[config.mk]
export PLATFORM = sky130hd
export DESIGN_NAME = dp_sequencer_flat
export DESIGN_NICKNAME = d
export VERILOG_FILES = /design/src/rtl/dp_sequencer_if.sv /design/src/rtl/dp_sequencer.sv /design/src/flat_wrapper.sv
export SDC_FILE = /design/constraint.sdc
export NUM_CORES = 1
export LEC_CHECK = 0
export BUFFER_PORTS_ARGS = -buffer_cell sky130_fd_sc_hd__buf_2
export CAP_MARGIN = 20
export CORE_UTILIZATION = 40
export CTS_CLUSTER_SIZE = 28
export DETAILED_ROUTE_END_ITERATION = 12
export SLEW_MARGIN = 0
export SYNTH_ARGS = -nofsm -noshare
export SYNTH_HDL_FRONTEND = slang
export SYNTH_SLANG_ARGS = --single-unit
[constraint.sdc]
create_clock -name clk -period 5.4 [get_ports clk]
set_clock_uncertainty 0.15 [all_clocks]
set_input_delay 0.81 -clock clk [delete_from_list [all_inputs] [get_ports clk]]
set_output_delay 0.81 -clock clk [all_outputs]
set_load 0.01 [all_outputs]
[src/rtl/dp_sequencer_if.sv]
// Bus between the instruction sequencer and its datapath / memory side.
// The master modport is the sequencer; the slave modport is whatever drives
// instructions, memory handshakes and branch conditions.
interface dp_sequencer_if;
    // Instruction fetch handshake
    logic [31:0] instr;
    logic        instr_valid;
    logic        instr_ack;
    logic [31:0] pc;

    // Data memory handshake and datapath branch conditions
    logic        mem_ready;
    logic        beq;
    logic        bneq;
    logic        bge;
    logic        blt;

    // Decoded instruction fields
    logic [4:0]  read_reg_num1;
    logic [4:0]  read_reg_num2;
    logic [4:0]  write_reg_num;
    logic [5:0]  alu_cntrl;
    logic [31:0] imm_val;
    logic [31:0] imm_val_lui;
    logic [31:0] imm_val_jump;
    logic [31:0] return_address;
    logic [3:0]  shamt;

    // Datapath control strobes
    logic        jump;
    logic        beq_cntrl;
    logic        bneq_cntrl;
    logic        bgeq_cntrl;
    logic        blt_cntrl;
    logic        lui_cntrl;
    logic        lb;
    logic        sw;
    logic        mem_to_reg;
    logic        reg_dst;
    logic        reg_write;
    logic        timer_en;
    logic        timer_reg_en;

    // Debug view of the FSM
    logic [2:0]  state;

    modport master (
        input  instr, instr_valid, mem_ready, beq, bneq, bge, blt,
        output instr_ack, pc,
        output read_reg_num1, read_reg_num2, write_reg_num, alu_cntrl,
        output imm_val, imm_val_lui, imm_val_jump, return_address, shamt,
        output jump, beq_cntrl, bneq_cntrl, bgeq_cntrl, blt_cntrl, lui_cntrl,
        output lb, sw, mem_to_reg, reg_dst, reg_write, timer_en, timer_reg_en,
        output state
    );

    modport slave (
        output instr, instr_valid, mem_ready, beq, bneq, bge, blt,
        input  instr_ack, pc,
        input  read_reg_num1, read_reg_num2, write_reg_num, alu_cntrl,
        input  imm_val, imm_val_lui, imm_val_jump, return_address, shamt,
        input  jump, beq_cntrl, bneq_cntrl, bgeq_cntrl, blt_cntrl, lui_cntrl,
        input  lb, sw, mem_to_reg, reg_dst, reg_write, timer_en, timer_reg_en,
        input  state
    );
endinterface

[src/rtl/dp_sequencer.sv]
// Multi-cycle RV32I control sequencer: FETCH -> DECODE -> EXEC -> (MEM) -> (WB).
// Owns the PC and the instruction register; every control strobe is a
// registered FSM output, so each strobe is valid for the whole state it marks.
module dp_sequencer #(
    parameter logic [31:0] RESET_PC = 32'h0000_0000
) (
    input  logic           clk,
    input  logic           reset,
    dp_sequencer_if.master bus
);

    typedef enum logic [2:0] {
        StFetch  = 3'd0,
        StDecode = 3'd1,
        StExec   = 3'd2,
        StMem    = 3'd3,
        StWb     = 3'd4,
        StTrap   = 3'd7
    } state_e;

    localparam logic [6:0] OpR      = 7'b0110011;
    localparam logic [6:0] OpIAlu   = 7'b0010011;
    localparam logic [6:0] OpLoad   = 7'b0000011;
    localparam logic [6:0] OpStore  = 7'b0100011;
    localparam logic [6:0] OpBranch = 7'b1100011;
    localparam logic [6:0] OpLui    = 7'b0110111;
    localparam logic [6:0] OpJal    = 7'b1101111;
    localparam logic [6:0] OpTimer  = 7'b0001011;

    state_e      state_q;
    logic        run_q;
    logic [31:0] ir_q;
    logic [31:0] pc_q;
    logic [31:0] ra_q;

    logic        jump_q;
    logic        beq_q;
    logic        bneq_q;
    logic        bgeq_q;
    logic        blt_q;
    logic        lui_q;
    logic        lb_q;
    logic        sw_q;
    logic        m2r_q;
    logic        rdst_q;
    logic        rw_q;
    logic        ten_q;
    logic        treg_q;

    // Instruction classification from the latched IR
    logic [6:0]  opcode;
    logic [2:0]  funct3;
    logic        is_r;
    logic        is_ialu;
    logic        is_load;
    logic        is_store;
    logic        is_branch;
    logic        is_lui;
    logic        is_jal;
    logic        is_timer;
    logic        is_legal;
    logic        is_shift_imm;
    logic        wb_rw;

    assign opcode       = ir_q[6:0];
    assign funct3       = ir_q[14:12];
    assign is_r         = (opcode == OpR);
    assign is_ialu      = (opcode == OpIAlu);
    assign is_load      = (opcode == OpLoad);
    assign is_store     = (opcode == OpStore);
    assign is_branch    = (opcode == OpBranch);
    assign is_lui       = (opcode == OpLui);
    assign is_jal       = (opcode == OpJal);
    assign is_timer     = (opcode == OpTimer);
    assign is_legal     = is_r | is_ialu | is_load | is_store | is_branch | is_lui | is_jal |
                          is_timer;
    assign is_shift_imm = is_ialu & ((funct3 == 3'b001) | (funct3 == 3'b101));
    // x0 is hard-wired, so a write to it is simply suppressed
    assign wb_rw        = (ir_q[11:7] != 5'd0);

    // Immediates
    logic [31:0] imm_i;
    logic [31:0] imm_s;
    logic [31:0] imm_b;
    logic [31:0] imm_j;
    logic [31:0] imm_u;

    assign imm_i = {{20{ir_q[31]}}, ir_q[31:20]};
    assign imm_s = {{20{ir_q[31]}}, ir_q[31:25], ir_q[11:7]};
    assign imm_b = {{19{ir_q[31]}}, ir_q[31], ir_q[7], ir_q[30:25], ir_q[11:8], 1'b0};
    assign imm_j = {{11{ir_q[31]}}, ir_q[31], ir_q[19:12], ir_q[20], ir_q[30:21], 1'b0};
    assign imm_u = {ir_q[31:12], 12'b0};

    // Branch outcome: the condition input matching funct3, sampled during EXEC
    logic br_taken;

    always_comb begin
        br_taken = 1'b0;
        unique case (funct3)
            3'b000:  br_taken = bus.beq;
            3'b001:  br_taken = bus.bneq;
            3'b101:  br_taken = bus.bge;
            3'b100:  br_taken = bus.blt;
            default: br_taken = 1'b0;
        endcase
    end

    // Capture is blocked until one clock edge has passed out of reset
    logic instr_ack;
    assign instr_ack = run_q & (state_q == StFetch) & bus.instr_valid;

    // Main sequencer: state, IR, PC and all registered control strobes
    always_ff @(posedge clk or negedge reset) begin
        if (!reset) begin
            state_q <= StFetch;
            run_q   <= 1'b0;
            ir_q    <= 32'd0;
            pc_q    <= RESET_PC;
            ra_q    <= 32'd0;
            jump_q  <= 1'b0;
            beq_q   <= 1'b0;
            bneq_q  <= 1'b0;
            bgeq_q  <= 1'b0;
            blt_q   <= 1'b0;
            lui_q   <= 1'b0;
            lb_q    <= 1'b0;
            sw_q    <= 1'b0;
            m2r_q   <= 1'b0;
            rdst_q  <= 1'b0;
            rw_q    <= 1'b0;
            ten_q   <= 1'b0;
            treg_q  <= 1'b0;
        end else begin
            run_q   <= 1'b1;
            // Strobes describe the state being entered; cleared unless re-armed below
            jump_q  <= 1'b0;
            beq_q   <= 1'b0;
            bneq_q  <= 1'b0;
            bgeq_q  <= 1'b0;
            blt_q   <= 1'b0;
            lui_q   <= 1'b0;
            lb_q    <= 1'b0;
            sw_q    <= 1'b0;
            m2r_q   <= 1'b0;
            rdst_q  <= 1'b0;
            rw_q    <= 1'b0;
            ten_q   <= 1'b0;
            treg_q  <= 1'b0;

            unique case (state_q)
                StFetch: begin
                    if (instr_ack) begin
                        ir_q    <= bus.instr;
                        ra_q    <= pc_q + 32'd4;
                        state_q <= StDecode;
                    end
                end

                StDecode: begin
                    if (!is_legal) begin
                        state_q <= StTrap;
                    end else begin
                        state_q <= StExec;
                        lui_q   <= is_lui;
                        jump_q  <= is_jal;
                        ten_q   <= is_timer;
                        treg_q  <= is_timer;
                        beq_q   <= is_branch & (funct3 == 3'b000);
                        bneq_q  <= is_branch & (funct3 == 3'b001);
                        bgeq_q  <= is_branch & (funct3 == 3'b101);
                        blt_q   <= is_branch & (funct3 == 3'b100);
                    end
                end

                StExec: begin
                    if (is_load || is_store) begin
                        state_q <= StMem;
                        lb_q    <= is_load;
                        sw_q    <= is_store;
                    end else if (is_branch) begin
                        pc_q    <= br_taken ? pc_q + imm_b : pc_q + 32'd4;
                        state_q <= StFetch;
                    end else if (is_timer) begin
                        pc_q    <= pc_q + 32'd4;
                        state_q <= StFetch;
                    end else begin
                        state_q <= StWb;
                        rw_q    <= wb_rw;
                        rdst_q  <= is_r;
                        lui_q   <= is_lui;
                        jump_q  <= is_jal;
                    end
                end

                StMem: begin
                    if (!bus.mem_ready) begin
                        lb_q <= is_load;
                        sw_q <= is_store;
                    end else if (is_load) begin
                        state_q <= StWb;
                        rw_q    <= wb_rw;
                        m2r_q   <= 1'b1;
                    end else begin
                        pc_q    <= pc_q + 32'd4;
                        state_q <= StFetch;
                    end
                end

                StWb: begin
                    pc_q    <= is_jal ? pc_q + imm_j : pc_q + 32'd4;
                    state_q <= StFetch;
                end

                StTrap: begin
                    state_q <= StTrap;
                end

                default: begin
                    state_q <= StTrap;
                end
            endcase
        end
    end

    assign bus.instr_ack      = instr_ack;
    assign bus.pc             = pc_q;
    assign bus.state          = state_q;

    assign bus.read_reg_num1  = ir_q[19:15];
    assign bus.read_reg_num2  = ir_q[24:20];
    assign bus.write_reg_num  = ir_q[11:7];
    assign bus.shamt          = ir_q[23:20];
    assign bus.alu_cntrl      = {ir_q[5], (is_r | is_shift_imm) ? ir_q[30] : 1'b0, funct3,
                                 is_branch};
    assign bus.imm_val        = is_store ? imm_s : imm_i;
    assign bus.imm_val_lui    = imm_u;
    assign bus.imm_val_jump   = imm_j;
    assign bus.return_address = ra_q;

    assign bus.jump           = jump_q;
    assign bus.beq_cntrl      = beq_q;
    assign bus.bneq_cntrl     = bneq_q;
    assign bus.bgeq_cntrl     = bgeq_q;
    assign bus.blt_cntrl      = blt_q;
    assign bus.lui_cntrl      = lui_q;
    assign bus.lb             = lb_q;
    assign bus.sw             = sw_q;
    assign bus.mem_to_reg     = m2r_q;
    assign bus.reg_dst        = rdst_q;
    assign bus.reg_write      = rw_q;
    assign bus.timer_en       = ten_q;
    assign bus.timer_reg_en   = treg_q;

endmodule

[src/flat_wrapper.sv]
// flat-port wrapper written by rule: the top's interface ports become plain ports
module dp_sequencer_flat 
#(
    parameter logic [31:0] RESET_PC = 32'h0000_0000
)
  (clk, reset, bus_instr, bus_instr_valid, bus_mem_ready, bus_beq, bus_bneq, bus_bge, bus_blt, bus_instr_ack, bus_pc, bus_read_reg_num1, bus_read_reg_num2, bus_write_reg_num, bus_alu_cntrl, bus_imm_val, bus_imm_val_lui, bus_imm_val_jump, bus_return_address, bus_shamt, bus_jump, bus_beq_cntrl, bus_bneq_cntrl, bus_bgeq_cntrl, bus_blt_cntrl, bus_lui_cntrl, bus_lb, bus_sw, bus_mem_to_reg, bus_reg_dst, bus_reg_write, bus_timer_en, bus_timer_reg_en, bus_state);
  dp_sequencer_if bus_i ();
  input  logic clk;
  input  logic reset;
  input wire logic [$bits(bus_i.instr)-1:0] bus_instr;
  input wire logic [$bits(bus_i.instr_valid)-1:0] bus_instr_valid;
  input wire logic [$bits(bus_i.mem_ready)-1:0] bus_mem_ready;
  input wire logic [$bits(bus_i.beq)-1:0] bus_beq;
  input wire logic [$bits(bus_i.bneq)-1:0] bus_bneq;
  input wire logic [$bits(bus_i.bge)-1:0] bus_bge;
  input wire logic [$bits(bus_i.blt)-1:0] bus_blt;
  output wire logic [$bits(bus_i.instr_ack)-1:0] bus_instr_ack;
  output wire logic [$bits(bus_i.pc)-1:0] bus_pc;
  output wire logic [$bits(bus_i.read_reg_num1)-1:0] bus_read_reg_num1;
  output wire logic [$bits(bus_i.read_reg_num2)-1:0] bus_read_reg_num2;
  output wire logic [$bits(bus_i.write_reg_num)-1:0] bus_write_reg_num;
  output wire logic [$bits(bus_i.alu_cntrl)-1:0] bus_alu_cntrl;
  output wire logic [$bits(bus_i.imm_val)-1:0] bus_imm_val;
  output wire logic [$bits(bus_i.imm_val_lui)-1:0] bus_imm_val_lui;
  output wire logic [$bits(bus_i.imm_val_jump)-1:0] bus_imm_val_jump;
  output wire logic [$bits(bus_i.return_address)-1:0] bus_return_address;
  output wire logic [$bits(bus_i.shamt)-1:0] bus_shamt;
  output wire logic [$bits(bus_i.jump)-1:0] bus_jump;
  output wire logic [$bits(bus_i.beq_cntrl)-1:0] bus_beq_cntrl;
  output wire logic [$bits(bus_i.bneq_cntrl)-1:0] bus_bneq_cntrl;
  output wire logic [$bits(bus_i.bgeq_cntrl)-1:0] bus_bgeq_cntrl;
  output wire logic [$bits(bus_i.blt_cntrl)-1:0] bus_blt_cntrl;
  output wire logic [$bits(bus_i.lui_cntrl)-1:0] bus_lui_cntrl;
  output wire logic [$bits(bus_i.lb)-1:0] bus_lb;
  output wire logic [$bits(bus_i.sw)-1:0] bus_sw;
  output wire logic [$bits(bus_i.mem_to_reg)-1:0] bus_mem_to_reg;
  output wire logic [$bits(bus_i.reg_dst)-1:0] bus_reg_dst;
  output wire logic [$bits(bus_i.reg_write)-1:0] bus_reg_write;
  output wire logic [$bits(bus_i.timer_en)-1:0] bus_timer_en;
  output wire logic [$bits(bus_i.timer_reg_en)-1:0] bus_timer_reg_en;
  output wire logic [$bits(bus_i.state)-1:0] bus_state;
  assign bus_i.instr = bus_instr;
  assign bus_i.instr_valid = bus_instr_valid;
  assign bus_i.mem_ready = bus_mem_ready;
  assign bus_i.beq = bus_beq;
  assign bus_i.bneq = bus_bneq;
  assign bus_i.bge = bus_bge;
  assign bus_i.blt = bus_blt;
  assign bus_instr_ack = bus_i.instr_ack;
  assign bus_pc = bus_i.pc;
  assign bus_read_reg_num1 = bus_i.read_reg_num1;
  assign bus_read_reg_num2 = bus_i.read_reg_num2;
  assign bus_write_reg_num = bus_i.write_reg_num;
  assign bus_alu_cntrl = bus_i.alu_cntrl;
  assign bus_imm_val = bus_i.imm_val;
  assign bus_imm_val_lui = bus_i.imm_val_lui;
  assign bus_imm_val_jump = bus_i.imm_val_jump;
  assign bus_return_address = bus_i.return_address;
  assign bus_shamt = bus_i.shamt;
  assign bus_jump = bus_i.jump;
  assign bus_beq_cntrl = bus_i.beq_cntrl;
  assign bus_bneq_cntrl = bus_i.bneq_cntrl;
  assign bus_bgeq_cntrl = bus_i.bgeq_cntrl;
  assign bus_blt_cntrl = bus_i.blt_cntrl;
  assign bus_lui_cntrl = bus_i.lui_cntrl;
  assign bus_lb = bus_i.lb;
  assign bus_sw = bus_i.sw;
  assign bus_mem_to_reg = bus_i.mem_to_reg;
  assign bus_reg_dst = bus_i.reg_dst;
  assign bus_reg_write = bus_i.reg_write;
  assign bus_timer_en = bus_i.timer_en;
  assign bus_timer_reg_en = bus_i.timer_reg_en;
  assign bus_state = bus_i.state;
  dp_sequencer #(.RESET_PC(RESET_PC)) u_core (.clk(clk), .reset(reset), .bus(bus_i));
endmodule
==> metrics, run 1 <==
GRT Overall Usage=23.9%; Net Switching=0.371 mW; Top Metal Used=met4; met1 wire length=between 10,000 and 15,000 µm; worst slew pin tran=about 0.92 ns; share of cells above drive strength 1=between 20% and 30%; ANT nets after route=0; period utilisation layout=a little over 70%; Die X=154 µm; synthesized flop and latch total=110; Num CTS Buffers=9; Congestion Overflow GR=0; Clk pwr share=between 40% and 50%; initial antenna violation count=0; Slowest-stage cell, CP=dfrtp_1; VDD IR max=roughly 0.15 mV; die height=around 150 µm; ant diodes=0; outcome=finished, final reports clean; via count=approximately 8,600; Syn Area/Cell=around 8.3 µm²; Final setup violation count=0; Mapped Cells=between 1,000 and 1,500; postcts setup bufs=0; max reg flops=32; Worst Path Required=about 5.5 ns; CTS HTree Levels=3; Cells after DPL=approximately 1,500; FP Rows=55; Post-synth ARST share=100%; met2 wire length=about 12,000 µm; Core Region=~23,000 µm²; Port Buffers=226; final WL=around 29,000 µm; GPL Wtd Cong=0.908; RSZ-0062 raised after global routing=no; P_int=1.22 mW; Sum Neg Setup Slack=0 ns; Area Growth Syn to Fin=9.48%; Hold Path Class=primary input to async pin; endpoints failing hold=0; R2R depth=11; initial DRC count=about 800; headroom to the max-slew limit=a little under two fifths; Wirelength per Cell=around 19 µm; Setup CP Type=flip-flop to flip-flop; CTS Root Cell=clkbuf_16; Net Sw Frac=around a quarter; most frequent cells in the layout=225 x buf_2, 110 x dfrtp_1, 108 x a21oi_1; Initial Utilization=between 40% and 50%; largest net degree at the start of global routing=63; CTS resizes=0; clock slew at reported path FFs=roughly 0.080 ns; Lkg Pwr=a little under 5 nW; clk sink count=110; Crit path arrival time=3.94 ns; Worst Path Max Fanout=7; met3 WL post-DR=between 2000 and 2500 µm; Ys Warns=0; nets@finish=1,300; startpoint types=flip-flop; Slew Limit Fails=0; Clock Path Buffers=2; Post-synth EDFFs=0; clk_lat worst skew=approximately 0.37 ns; logic gate share of total power=approximately 3.5%; Netlist cell types=76; Flop pwr share=between 50% and 60%; sequential area share after synthesis=roughly 30%; pwr/cell area=157 nW/µm²; drt first pass iters=5; CP Cell Sequence=ha_1, fa_1, a21oi_1, o22ai_1, o211a_1, a211oi_1, o21ai_0, a31oi_1, nor2_1, a211o_1, a21o_1; Synth Flop Type=dfrtp_1; Max stage delay on crit path=around 0.46 ns; full die area=between 20,000 and 25,000 µm²; Top Ports=around 240; vias per cell=approximately 5.7; fmax=0.261 GHz; first-pass GRT wire length=roughly 44,000 µm; Final Non-Filler Cells=1,504; hpwl dp=22,000 µm; Post-Syn Area=between 9000 and 10,000 µm²; commonest non-fill, non-tap cell in the layout=buf_2; Reg with most FFs=u_core.ir_q; number of global-route vias before repair=around 7,600; Hold Buf Count CTS=0; CP endpoint kind=flip-flop; clock period minus worst slack=between 3 and 4 ns; CTS tree=yes; DRC errors left=0; Max-Cap Viols=0
[worst paths after layout]
path | from | endpoint | slack (ns)
worst min register to register | u_core.bus.return_address[1] | u_core.bus.return_address[1] | 0.36
worst min-delay path | reset | u_core.bus.pc[30] | 0.15
worst max register to register | u_core.ir_q[21] | u_core.bus.pc[25] | 1.58
min in group clk | u_core.bus.return_address[1] | u_core.bus.return_address[1] | 0.36
worst max-delay path | u_core.ir_q[21] | u_core.bus.pc[25] | 1.58
max in group asynchronous | reset | u_core.ir_q[8] | 3.89
[cell families after synthesis]
kind of cell | share of synthesized area (%)
XOR/XNOR | 5.79
multiplexers | 5.91
AND/OR/NAND/NOR | 18.0
flip-flops | 29.8
adder cells (fa/ha/maj) | 6.40
buffers and inverters | 12.3
AO/OA/AOI/OAI | 21.6
other | 0.0814
[layout make-up]
type / instances / area (µm²)
Multi-Input combinational cell: 835 / 5400
Clock inverter: 4 / 53.8
Sequential cell: 110 / 2750
Tap cell: 285 / 357
Timing Repair Buffer: 236 / 1210
Inverter: 22 / 82.6
Clock buffer: 12 / 246
Fill cell: 2280 / 12500
[critical path, delay by kind of cell, from the launching register on]
family	cells	cell delay [ns]
fa+ha+maj	2	0.69
simple gates	1	0.06
compound gates	8	2.35
flops	1	0.46
[through the flow]
step	total power [mW]	worst slack [ns]	hold slack, ns	area [µm²]	util (%)
after floorplan	0.870	1.47	0.364	9280	-
after global placement	0.901	1.54	0.337	9790	43.2
after detailed placement	0.901	1.60	0.346	9800	43.3
after CTS	1.61	1.58	0.155	10100	44.6
after global routing	1.65	1.35	0.169	10100	44.6
final	1.59	1.58	0.154	10100	44.6
[cell usage after synthesis, drive strengths merged, types with 5 or more instances]
| master | count | area (µm²) |
|---|---|---|
| a21oi | 108 | 541 |
| o21a | 9 | 67.6 |
| a31oi | 18 | 113 |
| o311ai | 5 | 43.8 |
| nand4 | 9 | 56.3 |
| mux2i | 8 | 80.1 |
| inv | 22 | 82.6 |
| nor2 | 99 | 372 |
| a221oi | 5 | 50.0 |
| xor2 | 31 | 272 |
| a22oi | 6 | 45.0 |
| and2 | 9 | 56.3 |
| o211ai | 5 | 37.5 |
| a211oi | 7 | 52.6 |
| nand3b | 6 | 45.0 |
| nand2 | 95 | 357 |
| o221ai | 6 | 58.8 |
| nand2b | 5 | 31.3 |
| a21o | 20 | 151 |
| or3 | 6 | 37.5 |
| o31ai | 8 | 60.1 |
| and3 | 23 | 144 |
| o21ai | 77 | 385 |
| ha | 44 | 551 |
| clkbuf | 43 | 161 |
| and4 | 5 | 43.8 |
| nor4 | 6 | 37.5 |
| mux2 | 39 | 443 |
| nor3 | 24 | 120 |
| dfrtp | 110 | 2750 |
| nand3 | 30 | 150 |
| o22ai | 8 | 50.1 |
| xnor2 | 30 | 263 |
| nor2b | 10 | 62.6 |
| buf | 120 | 893 |
[power groups by stage]
stage | Clock, mW | Sequential (mW) | Combinational, mW
floorplan | 0 | 0.844 | 0.0261
global placement | 0 | 0.845 | 0.0561
detailed placement | 0 | 0.845 | 0.0560
CTS | 0.726 | 0.828 | 0.0562
global route | 0.762 | 0.829 | 0.0631
finish | 0.707 | 0.828 | 0.0552
[routing by layer]
metal	up-vias	global-route usage [%]
li1	4107	-
met1	4028	36.8
met2	396	33.2
met3	29	5.24
met4	0	6.24
met5	-	0
(Power assumes the default switching activity.)
==> run 2: changes to the inputs <==
PLACE_DENSITY = 0.66   (was not set)
clock period = 3.5 ns   (was 5.4 ns; I/O delays follow)
==> run 2 against run 1 <==
  * Via count is 3.8% higher
  * Hold slack got worse by 0.13 ns
  * Fmax is 14% higher
  * Combinational power rose by 75%
  * Critical path type unchanged
  * Highest routed layer unchanged
==> metrics, run 2 (synthesis results as in run 1) <==
family with the most delay on the worst path=compound AO/OA/AOI/OAI gates; Net Switching=around 0.63 mW; Placement Cell Area=roughly 10,000 µm²; CP Cell Sequence=ha_1, a211o_1, or2_1, o221ai_2, a31oi_1, a211o_1, a311o_1, mux2_4, a2111o_1, o221a_2; Top Ports=242; ANT nets after route=0; Net Sw Frac=approximately 26%; via count=a little under 9,000; Die X=around 150 µm; most frequent cells in the layout=225 x buf_2, 108 x dfrtp_1, 107 x a21oi_1; share of cells above drive strength 1=28.6%; Clk pwr share=between 40% and 50%; Reg with most FFs=u_core.ir_q; initial antenna violation count=0; commonest non-fill, non-tap cell in the layout=buf_2; nets@finish=~1,400; post-route cell area=~11,000 µm²; die height=about 150 µm; first-pass GRT wire length=between 40,000 and 50,000 µm; Port Buffers=roughly 230; logic gate share of total power=around 4.0%; Core Region=roughly 23,000 µm²; Slew Limit Fails=0; GPL Wtd Cong=about 0.96; outcome=finished, final reports clean; P_int=between 1.5 and 2 mW; CTS Root Cell=clkbuf_16; RSZ-0062 raised after global routing=no; full die area=approximately 24,000 µm²; vias per cell=5.69; Buf/Inv on CP=0; Num CTS Buffers=9; Area Growth Syn to Fin=14.8%; largest net degree at the start of global routing=between 60 and 70; CTS tree=yes; fmax=slightly below 0.3 GHz; Lkg Pwr=about 5.1 nW; number of global-route vias before repair=7,860; CTS HTree Levels=3; FP Rows=55; Flop pwr share=a little over half; Initial Utilization=between 40% and 50%; Final setup violation count=0; VDD IR max=~0.18 mV; period utilisation layout=roughly 96%; Max-Cap Viols=0; GRT Overall Usage=24.8%; endpoints failing hold=0; Clock Path Buffers=2; hpwl dp=~23,000 µm; Crit path arrival time=3.49 ns; most frequent CP cell=a211o_1; Setup CP Type=flip-flop to flip-flop; initial DRC count=between 700 and 800; clk_lat worst skew=0.37 ns; Wirelength per Cell=around 19 µm; Hold Path Class=primary input to async pin; Worst Path Required=approximately 3.6 ns; Slowest-stage cell, CP=dfrtp_1; startpoint types=flip-flop; CP endpoint kind=flip-flop; headroom to the max-slew limit=between 30% and 40%; final WL=about 30,000 µm; Max stage delay on crit path=between 0.4 and 0.5 ns; clock period minus worst slack=3.37 ns; ant diodes=0; Congestion Overflow GR=0; clk sink count=110; DRC errors left=0; pwr/cell area=about 230 nW/µm²; clock slew at reported path FFs=around 0.08 ns; Sum Neg Setup Slack=0 ns; max reg flops=32; Worst Path Max Fanout=5; drt first pass iters=5; worst slew pin tran=~1 ns
[run 2: changes by cell type in the layout (fill, tap and decap cells not counted), sizes merged]
cell / previous run / this run
bufinv: 1 / 0
inv: 23 / 26
buf: 236 / 293
clkbuf: 12 / 9
clkinv: 0 / 1
[run 2: through the flow]
| step | power [mW] | hold WS [ns] | utilization, % | cells | setup WS, ns |
|---|---|---|---|---|---|
| floorplan | 1.34 | 0.0794 | - | 1130 | 0.156 |
| finish | 2.44 | 0.0234 | 46.8 | 1561 | 0.131 |
| global placement | 1.40 | 0.336 | 45.4 | 1543 | 0.0884 |
| global route | 2.52 | 0.0697 | 46.8 | 1561 | 0.0129 |
| detailed placement | 1.40 | 0.342 | 45.4 | 1543 | 0.0452 |
| CTS | 2.46 | 0.0478 | 46.7 | 1559 | 0.0342 |
[run 2: power by group through the flow]
stage	combinational, mW	sequential, mW	clock, mW
4_1_cts	0.0974	1.27	1.09
6_report	0.0965	1.27	1.07
3_5_place_dp	0.0970	1.30	0
2_1_floorplan	0.0403	1.30	0
5_1_grt	0.108	1.27	1.14
3_3_place_gp	0.0964	1.30	0
[run 2: cell type report]
type                    count  area (µm²)
inverters                  22        82.6
flip-flops and latches    110        2760
clock inverters             7        63.8
well taps                 285         357
clock buffers               9         225
fillers                  2242       12100
multi-input cells         835        5400
repair buffers            293        1700
[run 2: per-layer routing]
| metal | wire length, µm | share of wire, % | track usage [%] |
|---|---|---|---|
| met5 | 0 | 0 | 0 |
| met4 | 651 | 2.2 | 7.57 |
| met3 | 2580 | 8.6 | 5.13 |
| met2 | 12300 | 41 | 34.8 |
| met1 | 14400 | 48 | 37.6 |
[run 2: repair_timing]
action / CTS / global route
hold buffers: 0 / 0
resized for setup: 0 / 3
setup buffers: 0 / 2
setup endpoints to repair: 0 / 8
[run 2: final timing paths]
path | end | depth (start not counted) | from | slack (ns)
min reg2reg | u_core.bus.return_address[11] | 1 | u_core.bus.return_address[11] | 0.37
max in group asynchronous | u_core.ir_q[9] | 2 | reset | 2.38
max | u_core.bus.pc[31] | 10 | u_core.ir_q[28] | 0.13
min in group clk | u_core.ir_q[5] | 3 | bus_instr[5] | 0.21
min | u_core.bus.return_address[26] | 1 | reset | 0.02
max reg2reg | u_core.bus.pc[31] | 10 | u_core.ir_q[28] | 0.13
[run 2: worst reg2reg max path: stages, from the launching register on]
cell	delay [ns]
dfrtp_1	0.42
ha_1	0.32
a211o_1	0.36
or2_1	0.24
o221ai_2	0.22
a31oi_1	0.15
a211o_1	0.31
a311o_1	0.31
mux2_4	0.32
a2111o_1	0.36
o221a_2	0.12
==> run 3: changes to the inputs <==
BUFFER_PORTS_ARGS = -buffer_cell sky130_fd_sc_hd__clkbuf_2   (was -buffer_cell sky130_fd_sc_hd__buf_2)
PLACE_DENSITY = 0.74   (was 0.66)
==> run 3 against run 2 <==
  * Register-to-register slack worse by 0.07 ns
  * Sequential share of layout area down 0.34 points
  * Via count up 0.21%
  * Global-route usage up 0.085 points
  * Die area unchanged
  * Worst setup slack worse by 0.073 ns
  * Design area up 1.3%
  * First-iteration DRC count down 2.6%
  * Critical path type unchanged
==> metrics, run 3 (synthesis results as in run 1) <==
outcome=finished, final reports clean; CTS Root Cell=clkbuf_16; drt first pass iters=6; final WL=29,700 µm; clock slew at reported path FFs=about 0.08 ns; Crit path arrival time=roughly 3.6 ns; Final setup violation count=0; Clock Path Buffers=2; hpwl dp=between 20,000 and 25,000 µm; vias per cell=between 5 and 6; RSZ-0062 raised after global routing=yes; ANT nets after route=0; pwr/cell area=around 240 nW/µm²; Reg with most FFs=u_core.ir_q; period utilisation layout=between 90 and 100%; startpoint types=flip-flop; Setup CP Type=flip-flop to flip-flop; full die area=23,700 µm²; max reg flops=32; die height=154 µm; number of global-route vias before repair=about 8,000; Flop pwr share=between 50% and 60%; largest net degree at the start of global routing=59; Placement Cell Area=between 10,000 and 15,000 µm²; clock period minus worst slack=between 3 and 4 ns; P_int=roughly 1.9 mW; share of cells above drive strength 1=~30%; Initial Utilization=around two fifths; headroom to the max-slew limit=a little under three fifths; Die X=about 150 µm; CTS resizes=0; GPL Wtd Cong=just under 1; Net Switching=0.604 mW; Hold Path Class=primary input to async pin; initial antenna violation count=0; DRC errors left=0; Top Ports=around 240; ant diodes=0; Net Sw Frac=between 20% and 30%; total chip power=roughly 2.6 mW; GRT Overall Usage=roughly 25%; VDD IR max=0.213 mV; logic gate share of total power=3.8%; fmax=0.291 GHz; Clk pwr share=roughly 46%; postcts setup bufs=0; Worst Path Max Fanout=5; Hold Buf Count CTS=0; # fillers=about 2,200; via count=between 8,000 and 9,000; Congestion Overflow GR=0; initial DRC count=roughly 740; Worst Path Required=roughly 3.6 ns; CTS HTree Levels=3; Wirelength per Cell=approximately 19 µm; Slew Limit Fails=0; Lkg Pwr=roughly 5.2 nW; post-route cell area=between 10,000 and 15,000 µm²; endpoints failing hold=0; CP endpoint kind=flip-flop; Num CTS Buffers=9; FP Rows=55; clk sink count=110; Max-Cap Viols=0; CTS tree=yes; nets@finish=around 1,400; clk_lat worst skew=about 0.37 ns; Area Growth Syn to Fin=16.2%; worst slew pin tran=~0.64 ns; Port Buffers=226; commonest non-fill, non-tap cell in the layout=clkbuf_2; Core Region=around 23,000 µm²; most frequent cells in the layout=225 x clkbuf_2, 109 x dfrtp_1, 108 x a21oi_1; first-pass GRT wire length=about 46,000 µm
==> run 3: cell count changes in the layout (fill, tap and decap cells not counted), sizes merged <==
| cell | previous run | this run |
|---|---|---|
| buf | 293 | 87 |
| bufinv | 0 | 2 |
| clkbuf | 9 | 234 |
| clkinvlp | 2 | 0 |
==> run 3: power by group through the flow <==
stage	registers (mW)	clock network, mW	logic [mW]
finish	1.27	1.18	0.0965
CTS	1.27	1.20	0.0972
global placement	1.30	0	0.0952
detailed placement	1.30	0	0.0969
floorplan	1.30	0	0.0403
global route	1.28	1.24	0.109
==> run 3: cell type report <==
cell class	instances	area, µm²	share of cell area (%)
multi-input cells	835	5410	50.4
clock inverters	7	103	0.957
repair buffers	312	1790	16.7
inverters	22	82.6	0.770
flip-flops and latches	110	2760	25.7
clock buffers	9	225	2.10
well taps	285	357	3.33
==> run 3: final timing paths <==
kind                                               start                            end  slack (ns)  cells past startpoint
max                                      u_core.ir_q[27]              u_core.bus.pc[31]        0.06                     11
min                                                reset  u_core.bus.return_address[25]      0.0005                      1
max reg2reg                              u_core.ir_q[27]              u_core.bus.pc[31]        0.06                     11
min reg2reg                u_core.bus.return_address[12]  u_core.bus.return_address[12]        0.37                      1
max in group asynchronous                          reset                 u_core.ir_q[9]        2.38                      2
min in group clk                            bus_instr[5]                 u_core.ir_q[5]        0.22                      3
==> run 3: worst max-delay path, stage by stage, from the launching register on <==
cell	delay (ns)
dfrtp_1	0.43
ha_1	0.23
buf_4	0.15
nor3_1	0.46
nor2_1	0.15
o221ai_2	0.12
a31oi_1	0.14
a211o_1	0.31
a311o_1	0.40
mux2_4	0.32
a2111o_1	0.36
o221a_2	0.12
==> run 3: per-stage QoR <==
| step | setup slack (ns) | utilization (%) | setup TNS (ns) | cells | hold WS (ns) |
|---|---|---|---|---|---|
| final | 0.0581 | 47.4 | 0 | 1580 | 0.000485 |
| after detailed placement | 0.0780 | 45.9 | 0 | 1564 | 0.354 |
| after floorplan | 0.156 | - | 0 | 1130 | 0.0794 |
| after global placement | 0.125 | 45.9 | 0 | 1564 | 0.341 |
| after global routing | -0.0460 | 47.4 | -0.0460 | 1580 | 0.0405 |
| after CTS | 0.0666 | 47.3 | 0 | 1580 | 0.0203 |
==> run 3: metal layers <==
metal	global-route usage, %	part of all wire (%)	wire, µm
met5	0	0	0
met3	3.38	8.4	2510
met4	8.05	2.5	747
met1	37.5	47	14000
met2	36.3	42	12500
